<file path="src/rtl/jk_mod_counter_if.sv">
// Control and status bundle for the modulo-N JK counter.
// The counter takes the slave side; whatever sequences or cascades it takes the master side.
interface jk_mod_counter_if #(
   parameter int WIDTH = 4
);
   logic             enable;
   logic             up;
   logic             load;
   logic [WIDTH-1:0] load_value;
   logic [WIDTH-1:0] count;
   logic             terminal;
   logic             load_err;

   modport master (
      output enable, up, load, load_value,
      input  count, terminal, load_err
   );

   modport slave (
      input  enable, up, load, load_value,
      output count, terminal, load_err
   );
endinterface

</file>
<file path="src/rtl/jk_mod_counter.sv">
// Modulo-N up/down counter built from JK stages in toggle form.
// Supports parallel load with range rejection and a terminal flag for cascading.
module jk_mod_counter #(
   parameter int WIDTH   = 4,
   parameter int MODULUS = 10
) (
   input  logic            clock,
   input  logic            reset,
   jk_mod_counter_if.slave bus
);
   localparam logic [WIDTH-1:0] MAX_VAL = WIDTH'(MODULUS - 1);
   localparam logic [31:0]      MOD_U   = 32'(MODULUS);

   logic [WIDTH-1:0] q;
   logic [WIDTH-1:0] j;
   logic [WIDTH-1:0] k;
   logic [WIDTH-1:0] tgl;
   logic [WIDTH-1:0] force_val;
   logic             force_en;
   logic             load_ok;
   logic             at_max;
   logic             at_zero;
   logic             out_of_range;
   logic             lerr_q;

   assign load_ok      = (32'(bus.load_value) < MOD_U);
   assign at_max       = (q == MAX_VAL);
   assign at_zero      = (q == '0);
   assign out_of_range = (32'(q) >= MOD_U);

   // Bit i toggles when every lower bit is 1 (up) or 0 (down): a ripple-free carry chain.
   always_comb begin
      logic run;
      tgl = '0;
      run = 1'b1;
      for (int i = 0; i < WIDTH; i++) begin
         tgl[i] = run;
         run    = run & (bus.up ? q[i] : ~q[i]);
      end
   end

   // Loads and wraps force a target pattern through J/K; ordinary steps use J=K=toggle.
   always_comb begin
      force_en  = 1'b0;
      force_val = '0;
      j         = '0;
      k         = '0;
      if (bus.load) begin
         force_en  = load_ok;
         force_val = bus.load_value;
      end else if (bus.enable) begin
         if (out_of_range || (bus.up && at_max)) begin
            force_en = 1'b1;
         end else if (!bus.up && at_zero) begin
            force_en  = 1'b1;
            force_val = MAX_VAL;
         end else begin
            j = tgl;
            k = tgl;
         end
      end
      if (force_en) begin
         j = force_val;
         k = ~force_val;
      end
   end

   always_ff @(posedge clock) begin
      if (reset) begin
         q      <= '0;
         lerr_q <= 1'b0;
      end else begin
         q      <= (j & ~q) | (~k & q);
         lerr_q <= bus.load & ~load_ok;
      end
   end

   assign bus.count    = q;
   assign bus.load_err = lerr_q;
   assign bus.terminal = ~reset & bus.enable & ~bus.load &
                         ((bus.up & at_max) | (~bus.up & at_zero));
endmodule

</file>
<file path="src/flat_wrapper.sv">
// flat-port wrapper written by rule: the top's interface ports become plain ports
module jk_mod_counter_flat 
#(
   parameter int WIDTH   = 4,
   parameter int MODULUS = 10
)
  (clock, reset, bus_enable, bus_up, bus_load, bus_load_value, bus_count, bus_terminal, bus_load_err);
  jk_mod_counter_if #(.WIDTH(WIDTH)) bus_i ();
  input  logic clock;
  input  logic reset;
  input wire logic [$bits(bus_i.enable)-1:0] bus_enable;
  input wire logic [$bits(bus_i.up)-1:0] bus_up;
  input wire logic [$bits(bus_i.load)-1:0] bus_load;
  input wire logic [$bits(bus_i.load_value)-1:0] bus_load_value;
  output wire logic [$bits(bus_i.count)-1:0] bus_count;
  output wire logic [$bits(bus_i.terminal)-1:0] bus_terminal;
  output wire logic [$bits(bus_i.load_err)-1:0] bus_load_err;
  assign bus_i.enable = bus_enable;
  assign bus_i.up = bus_up;
  assign bus_i.load = bus_load;
  assign bus_i.load_value = bus_load_value;
  assign bus_count = bus_i.count;
  assign bus_terminal = bus_i.terminal;
  assign bus_load_err = bus_i.load_err;
  jk_mod_counter #(.WIDTH(WIDTH), .MODULUS(MODULUS)) u_core (.clock(clock), .reset(reset), .bus(bus_i));
endmodule
</file>
<file path="config.mk">
export PLATFORM = sky130hd
export DESIGN_NAME = jk_mod_counter_flat
export DESIGN_NICKNAME = d
export VERILOG_FILES = /design/src/rtl/jk_mod_counter_if.sv /design/src/rtl/jk_mod_counter.sv /design/src/flat_wrapper.sv
export SDC_FILE = /design/constraint.sdc
export NUM_CORES = 1
export LEC_CHECK = 0
export ABC_AREA = 1
export BUFFER_PORTS_ARGS = -buffer_cell sky130_fd_sc_hd__buf_2
export CAP_MARGIN = 5
export CORE_UTILIZATION = 23
export CTS_CLUSTER_DIAMETER = 150
export DETAILED_ROUTE_END_ITERATION = 10
export HOLD_SLACK_MARGIN = 0.1
export PLACE_DENSITY = 0.52
export SLEW_MARGIN = 20
export SYNTH_ARGS = -nofsm -noshare
export SYNTH_HDL_FRONTEND = slang
export SYNTH_SLANG_ARGS = --single-unit
</file>
<file path="constraint.sdc">
create_clock -name clock -period 1.4 [get_ports clock]
set_input_delay 0.21 -clock clock [delete_from_list [all_inputs] [get_ports clock]]
set_output_delay 0.21 -clock clock [all_outputs]
set_load 0.02 [all_outputs]
</file>
==> impl_results.md, run 1 <==
- CTS max path bufs: 2
- Total Wirelength: about 1200 um
- GR Util All Layers: 0.139
- Pre-CTS WS: between 0.09 and 0.1 ns
- Critical path fanouts, max: 4
- Period utilization: 1.00
- Setup tns final: -0.00311 ns
- Area of placed instances: roughly 540 sq um
- Buffers added on ports: 14
- Layout cell share with drive strength beyond 1: 0.458
- Type of the most critical hold path: input port to register
- Routability cong.: 0.840
- Leak: roughly 0.32 nW
- Clock root buffer: clkbuf_4
- Final Max Slew Viols: 0
- Die Area: about 2000 sq um
- CTS Buf Count: 3
- Fin cells: 121
- Max Cap Viol: 0
- Row cnt: 15
- First-pass GRT wire length: ~2000 um
- Iteration-0 DRC Markers: 12
- Final Setup Violations: 1
- Residual DRC: 0
- Netlist cell types: 19
- Sink Count: 5
- Net count after synthesis: 81
- Syn Area/Cell: ~5.9 sq um
- CTS tree: built
- Synthesis warning total: 0
- Avg WL per Cell: 9.82 um
- Initial Utilization: 0.245
- Post-DRT Antenna Nets: 0
- Worst path slowest cell: dfxtp_4
- CP required: 1.19 ns
- Htree depth: 1
- Via count: approximately 540
- Hold Fails Final Rpt: 0
- WS Path Type: register to output port
- Setup ws final: -0.00311 ns
- Final Cell Area: about 650 sq um
- Placed Cells: 113
- Cells after Synth: between 70 and 80
- Failing checks: setup timing
- Core area: around 1700 sq um
- Mapped Area: 423 sq um
- Clock skew: ~0.0019 ns
- Worst-path clk slew: 0.04 ns
- Register area share after synthesis: 0.237
- Crit-path most repeated cell: nand2_2
- CP delay by family, top: flip-flops
- Status: finished, violations left
- Die height: roughly 45 um
- Worst skew pair latency: between 0.2 and 0.25 ns
- Fin nets: approximately 110
- Register area: ~110 sq um
- Chip width: roughly 45 um
- Drt first pass iters: 4
- Worst setup EP type: output port
- N_diodes: 0
- Worst hold slack: between 0.2 and 0.25 ns
- Drt via density: between 4 and 5
- Crit path time final: between 1 and 1.5 ns
- RSZ-0062 raised after global routing: yes
- Power per cell area: between 800 and 900 nW/um^2
- Worst vdd ir: about 0.26 mV
- Max_slew headroom: 0.812
- Ports: 15
- Pin count of the biggest net entering global routing: 7
- #FFs+latches synth: 5
- Critical path, cell by cell: nand2_2 > nor2_2 > nand2_2 > a211oi_2 > buf_4
- CP Data Arrival Time: 1.19 ns
- Crit path launch type: register
- Hold buffers post-CTS: 0
- Fillers: 199
- Multi-input logic area: ~320 sq um
- Worst Tran Pin Value: 0.280 ns
- Grt ovf: 0
- Worst path max stage delay: about 0.36 ns
- Worst path bufs/invs: 1
- Number of global-route vias before repair: 488
- Antenna violations before repair: 0
- Achievable frequency: around 710 MHz
- Area Overhead vs Synth: 53.0%
- DP HPWL: slightly below 900 um
[worst reg2reg max path, delay by kind of cell, from the launching register on]
| kind | cells | cell delay, ns |
|---|---|---|
| flops | 1 | 0.35 |
| simple gates | 2 | 0.25 |
| compound gates | 3 | 0.52 |
| buf+inv | 1 | 0.13 |
[routing by layer]
layer  global-route usage  part of all wire  wire [um]  vias up
li1                     -                 -          -      281
met1                0.170              0.46        549      240
met2                0.203              0.49        585       15
met3               0.0240             0.030         36        2
met4                0.133             0.013         16        0
met5                    0                 0          0        -
[stage by stage]
stage	util	power [W]
after floorplan	-	0.000288
after global placement	0.315	0.000347
after detailed placement	0.315	0.000346
after CTS	0.357	0.000538
after global routing	0.375	0.000592
final	0.375	0.000543
[power by group]
| part | total, W | switching, W | leakage (nW) | internal [W] |
|---|---|---|---|---|
| Clock | 0.000163 | 0.0000551 | 0.0150 | 0.000107 |
| Sequential | 0.000172 | 0.0000158 | 0.0435 | 0.000156 |
| Combinational | 0.000209 | 0.000124 | 0.258 | 0.0000852 |
| Total | 0.000543 | 0.000195 | 0.316 | 0.000349 |
[cells in the mapped netlist, drive strengths merged]
cell type,count,area (sq um)
nand3,9,55.1
dfxtp,5,100
nand2,16,65.1
o21ai,5,28.8
a21oi,4,23.8
inv,11,41.3
nor3,1,5.00
o21a,1,7.51
a211oi,1,7.51
xnor2,1,8.76
nand4,2,12.5
nor2,16,67.6
[final cells by class]
class / instances / area share
Tap cell: 25 / 0.0484
Sequential cell: 5 / 0.174
Inverter: 11 / 0.0638
Multi-Input combinational cell: 56 / 0.491
Clock buffer: 4 / 0.0406
Timing Repair Buffer: 20 / 0.182
[timing repair]
item                       CTS  global route
gates resized for setup      8             8
buffers inserted             4             0
setup endpoints to repair    1             3
pin swaps                    5             4
[cells by family (layout without fill, tap and decap cells)]
family / Yosys count / after routing / share of synthesized area
buffers and inverters: 11 / 35 / 0.0976
AOI/OAI and AO/OA: 11 / 11 / 0.160
and+or+nand+nor: 44 / 44 / 0.485
xor gates and xnor gates: 1 / 1 / 0.0207
DFF: 5 / 5 / 0.237
[registers in the layout, summed over array words and instances (netlist names)]
name / cells
u_core.bus.count: 4
u_core.bus.load_err: 1
[final timing paths]
| kind | from | to | slack (ns) | cells past startpoint |
|---|---|---|---|---|
| setup / recovery | u_core.bus.count[3]$_SDFF_PP0_ | bus_terminal | -0.003 | 5 |
| hold / removal | reset | u_core.bus.count[2]$_SDFF_PP0_ | 0.22 | 2 |
| setup reg to reg | u_core.bus.count[3]$_SDFF_PP0_ | u_core.bus.count[1]$_SDFF_PP0_ | 0.08 | 6 |
| hold reg to reg | u_core.bus.count[3]$_SDFF_PP0_ | u_core.bus.count[3]$_SDFF_PP0_ | 0.58 | 4 |
[cells in the final DEF (no fill, tap or decap), drive strengths merged]
master  instances
o21ai           5
o21a            1
a211oi          1
nand2          16
inv            11
nor2           16
nand4           2
dfxtp           5
a21oi           4
xnor2           1
buf            20
nand3           9
nor3            1
clkbuf          4
No activity file was read; power rests on OpenSTA's default activity.
==> run 2, diff against run 1 <==
--- a/config.mk
+++ b/config.mk
@@ -8,11 +8,14 @@
 export ABC_AREA = 1
 export BUFFER_PORTS_ARGS = -buffer_cell sky130_fd_sc_hd__buf_2
 export CAP_MARGIN = 5
-export CORE_UTILIZATION = 23
+export CELL_PAD_IN_SITES_DETAIL_PLACEMENT = 1
+export CELL_PAD_IN_SITES_GLOBAL_PLACEMENT = 2
+export CORE_UTILIZATION = 22
 export CTS_CLUSTER_DIAMETER = 150
 export DETAILED_ROUTE_END_ITERATION = 10
 export HOLD_SLACK_MARGIN = 0.1
-export PLACE_DENSITY = 0.52
+export PLACE_DENSITY = 0.82
+export SKIP_LAST_GASP = 1
 export SLEW_MARGIN = 20
 export SYNTH_ARGS = -nofsm -noshare
 export SYNTH_HDL_FRONTEND = slang
==> run 2 against run 1 <==
Against the previous run: the flow still finishes with violations (setup timing); non-clock buffer count rose by 4; worst hold slack got worse by 0.013 ns; total power is 7.3% higher; sequential share of layout area decreased by 1.1 points; critical path type unchanged; clock-buffer cell count stayed put; clock power grew 2%; highest routed layer unchanged; combinational power rose by 16%; via count is 4.8% higher; core utilization is 2.6 points higher; first-iteration DRC count is 67% lower.
==> impl_results.md, run 2 (same netlist as run 1, synthesis figures left out) <==
- DP HPWL: approximately 1100 um
- Most frequent cells in the layout: buf_2 (13), nand2_1 (12), buf_4 (11)
- Ports: 15
- Worst vdd ir: ~0.38 mV
- Chip width: between 40 and 50 um
- CTS Buf Count: 3
- Placed Cells: 114
- RSZ-0062 raised after global routing: yes
- Worst skew pair latency: roughly 0.24 ns
- CTS tree: built
- Crit path time final: approximately 1.4 ns
- Residual DRC: 0
- Worst path slowest cell: dfxtp_4
- Type of the most critical hold path: input port to register
- Sink Count: 5
- Achievable frequency: just under 700 MHz
- Die Area: between 2000 and 2500 sq um
- Worst setup EP type: output port
- CP required: roughly 1.2 ns
- Post-DRT Antenna Nets: 0
- GR Util All Layers: 0.156
- Final Setup Violations: 2
- Buffers added on ports: 14
- Worst Tran Pin Value: around 0.32 ns
- Reg2reg setup slack: 0 ns
- Worst path bufs/invs: 1
- Hold buffers post-CTS: 0
- Routability cong.: between 0.7 and 0.8
- N_diodes: 0
- Drt via density: ~4.5
- Crit path launch type: register
- Largest register FFs: 4
- Worst-path clk slew: roughly 0.050 ns
- Layout cell share with drive strength beyond 1: 0.480
- Grt ovf: 0
- Leak: 0.341 nW
- Antenna violations before repair: 0
- Drt first pass iters: 2
- Setup tns final: -0.0495 ns
- Htree depth: 1
- Clock skew: between 0.006 and 0.007 ns
- Final Max Slew Viols: 0
- Total power: around 0.00058 W
- Critical path fanouts, max: 4
- CTS max path bufs: 2
- Hold Fails Final Rpt: 0
- Area Overhead vs Synth: 67.2%
- Pre-CTS WS: between 0.03 and 0.04 ns
- Total Wirelength: around 1500 um
- R2r startpoint: u_core.bus.count[2]$_SDFF_PP0_
- Commonest non-fill, non-tap cell in the layout: buf_2
- Clock root buffer: clkbuf_4
- Power per cell area: roughly 820 nW/um^2
- Status: finished, violations left
- R2r endpoint: u_core.bus.count[3]$_SDFF_PP0_
- Initial Utilization: 0.240
- WHS Endpoint: u_core.bus.count[0]$_SDFF_PP0_
- WS Path Type: register to output port
- Iteration-0 DRC Markers: 4
- Worst hold slack: roughly 0.21 ns
- Fin nets: 110
- Core area: 1760 sq um
- Avg WL per Cell: 12.2 um
- Register area: about 120 sq um
- Failing checks: setup timing
- Number of global-route vias before repair: ~560
- Fin cells: between 100 and 150
- Worst path max stage delay: ~0.36 ns
- Max Cap Viol: 0
- Setup ws final: -0.0486 ns
- Fillers: ~250
- HP Start: reset
- Die height: around 46 um
- Multi-input logic area: roughly 350 sq um
- Max_slew headroom: 0.788
- Pin count of the biggest net entering global routing: 7
- Via count: roughly 560
- Period utilization: 1.03
- Row cnt: 15
- CP Data Arrival Time: 1.24 ns
- CP delay by family, top: flip-flops
- Worst hold path depth: 2
- Critical path, cell by cell: nor2_4 > nand3_2 > a211oi_2 > buf_4
- Reg2reg path depth: 9
- First-pass GRT wire length: between 2000 and 2500 um
[run 2: cell types whose count changed in the layout (fill, tap and decap cells not counted), sizes merged]
cell  delta
buf      +4
[run 2: routing by layer]
metal,track usage,wire (um),vias to the layer above
met1,0.186,641,253
met3,0.0198,60,2
met5,0,0,-
met2,0.268,806,18
met4,0.0824,19,0
li1,-,-,291
[run 2: worst max-delay path by stage]
| stage | endpoint | from | cells after the start | slack, ns |
|---|---|---|---|---|
| 6_report | bus_terminal | u_core.bus.count[2]$_SDFF_PP0_ | 4 | -0.05 |
| 5_1_grt | bus_terminal | u_core.bus.count[2]$_SDFF_PP0_ | 4 | -0.10 |
| 4_1_cts | bus_terminal | u_core.bus.count[0]$_SDFF_PP0_ | 5 | -0.03 |
| 3_5_place_dp | u_core.bus.count[3]$_SDFF_PP0_ | u_core.bus.count[2]$_SDFF_PP0_ | 9 | 0.03 |
| 3_3_place_gp | u_core.bus.count[3]$_SDFF_PP0_ | u_core.bus.count[2]$_SDFF_PP0_ | 9 | 0.08 |
| 2_1_floorplan | bus_terminal | u_core.bus.count[0]$_SDFF_PP0_ | 4 | 0.04 |
[run 2: where the power goes]
part	total [W]	internal (W)	switching, W
Combinational	0.000242	0.000101	0.000141
Clock	0.000167	0.000108	0.0000592
Sequential	0.000174	0.000155	0.0000191
[run 2: layout make-up]
type	count	area share
clock buffer	4	0.0372
inverter	11	0.0584
multi-input combinational	56	0.488
sequential	5	0.163
tap	25	0.0442
timing repair buffer	24	0.209
[run 2: through the flow]
step	utilization	instance area, sq um
global placement	0.313	552
floorplan	-	428
detailed placement	0.313	552
CTS	0.387	682
finish	0.401	707
global route	0.401	707
[run 2: repair_timing]
action / CTS / global route
setup endpoints to repair: 1 / 5
pin swaps: 5 / 1
gates resized for setup: 17 / 5
buffers inserted: 8 / 0
==> run 3, diff against run 2 <==
==> constraint.sdc (replaced) <==
create_clock -name clock -period 1.4 [get_ports clock]
set_input_delay 0.21 -clock clock [delete_from_list [all_inputs] [get_ports clock]]
set_output_delay 0.21 -clock clock [all_outputs]
set_load 0.05 [all_outputs]
==> run 3 against run 2 <==
Against the previous run: first-iteration DRC count rose by 50%; final area fell by 11%; critical path depth rose by 1; sequential share of layout area increased by 1.9 points; the flow still finishes with violations (setup timing); sequential power about the same; clock power increased by 2%; cell count fell by 6.4%; worst hold slack better by 0.019 ns; combinational power shrank 6%; largest cell class unchanged.
==> impl_results.md, run 3 (same netlist as run 1, synthesis figures left out) <==
- Fin cells: between 100 and 150
- Internal power: 0.000337 W
- Antenna violations before repair: 0
- Fillers: 258
- Clock skew: approximately 0.00025 ns
- RSZ-0062 raised after global routing: yes
- Largest register FFs: 4
- Commonest non-fill, non-tap cell in the layout: nand2_1
- Final core occ: 0.358
- Worst hold path depth: 3
- Layout cell share with drive strength beyond 1: 0.402
- Drt via density: about 4.5
- Worst Tran Pin Value: 0.294 ns
- Initial Utilization: 0.240
- Crit path launch type: register
- Final Max Slew Viols: 0
- Placed Cells: ~110
- Share of power burned in the clock network: 0.297
- Worst setup EP type: output port
- Multi-input logic area: 327 sq um
- Power per cell area: around 900 nW/um^2
- Clock root buffer: clkbuf_4
- Type of the most critical hold path: input port to register
- Area Overhead vs Synth: 49.4%
- Iteration-0 DRC Markers: 6
- Pre-CTS WS: ~0.023 ns
- Sw Ratio: 0.413
- Worst skew pair latency: roughly 0.24 ns
- Crit path time final: about 1.5 ns
- Hold Fails Final Rpt: 0
- Achievable frequency: around 670 MHz
- Die Area: 2100 sq um
- CP required: about 1.2 ns
- Avg WL per Cell: 11.2 um
- Residual DRC: 0
- Worst vdd ir: 0.327 mV
- WS Path Type: register to output port
- Fin nets: 102
- Via count: 530
- Ports: 15
- Leak: between 0.2 and 0.3 nW
- Net Sw Power: between 0.0002 and 0.00025 W
- Status: finished, violations left
- Chip width: 45.8 um
- GR Util All Layers: 0.142
- First-pass GRT wire length: approximately 2100 um
- Max Cap Viol: 0
- CTS max path bufs: 2
- Hold buffers post-CTS: 0
- Buffers added on ports: 14
- Reg power frac: 0.305
- Htree depth: 1
- Critical path fanouts, max: 6
- Number of global-route vias before repair: 520
- Most frequent cells in the layout: nand2_1 (14), buf_2 (13), inv_1 (10), nor2_1 (10), nand3_1 (7)
- CTS Buf Count: 3
- Worst-path clk slew: 0.04 ns
- Sink Count: 5
- Reg2reg path depth: 10
- Grt ovf: 0
- Period utilization: 1.06
- Failing checks: setup timing
- Routability cong.: roughly 0.80
- CP Data Arrival Time: between 1 and 1.5 ns
- Pin count of the biggest net entering global routing: 8
- Die height: around 46 um
- N_diodes: 0
- Drt first pass iters: 4
- Setup ws final: -0.0825 ns
- Post-DRT Antenna Nets: 0
- Setup tns final: -0.117 ns
- Core area: 1760 sq um
- Max_slew headroom: 0.803
- CTS tree: built
- Register area: roughly 120 sq um
- Row cnt: 15
- DP HPWL: between 1000 and 1500 um
- Total Wirelength: 1310 um
- Final Setup Violations: 2
- Gate power share: 0.398
run 3: metal layers:
layer  routed length (um)  vias up  part of all wire  GRT usage
li1                     -      272                 -          -
met1                  602      233              0.46      0.167
met2                  601       21              0.46      0.234
met3                   70        4             0.054     0.0278
met4                   31        0             0.024     0.0882
met5                    0        -                 0          0
run 3: layout make-up:
class,instances,area share
Clock buffer,4,0.0416
Inverter,11,0.0653
Multi-Input combinational cell,56,0.517
Sequential cell,5,0.182
Tap cell,25,0.0495
Timing Repair Buffer,16,0.145
run 3: critical path, stage by stage (launching register included):
cell      delay [ns]
dfxtp_4         0.37
nand2_1         0.07
nor2_2          0.09
nand2_2         0.10
a211oi_4        0.21
buf_6           0.18
run 3: worst paths after layout:
path | start | to | slack [ns]
max | u_core.bus.count[0]$_SDFF_PP0_ | bus_terminal | -0.08
min reg2reg | u_core.bus.count[1]$_SDFF_PP0_ | u_core.bus.count[1]$_SDFF_PP0_ | 0.62
min | bus_load_value[1] | u_core.bus.count[1]$_SDFF_PP0_ | 0.23
max reg2reg | u_core.bus.count[3]$_SDFF_PP0_ | u_core.bus.count[3]$_SDFF_PP0_ | -0.03
run 3: what timing repair did:
action | in CTS | in global routing
resized for setup | 5 | 3
endpoints found under the setup margin | 1 | 5
pin swaps | 1 | 0
endpoints found under the hold margin | 0 | 0
buffers inserted | 1 | 0
run 3: through the flow:
| step | cell area [sq um] | total power, W | hold WS [ns] |
|---|---|---|---|
| after floorplan | 453 | 0.000320 | 0.269 |
| after global placement | 562 | 0.000376 | 0.474 |
| after detailed placement | 562 | 0.000379 | 0.477 |
| after CTS | 617 | 0.000570 | 0.219 |
| after global routing | 632 | 0.000609 | 0.227 |
| final | 632 | 0.000574 | 0.229 |
run 3: power groups by stage:
stage / logic, W / clock network [W] / registers, W
2_1_floorplan: 0.000108 / 0 / 0.000212
5_1_grt: 0.000251 / 0.000181 / 0.000177
6_report: 0.000228 / 0.000171 / 0.000175
3_3_place_gp: 0.000201 / 0 / 0.000174
3_5_place_dp: 0.000205 / 0 / 0.000175
4_1_cts: 0.000220 / 0.000176 / 0.000174
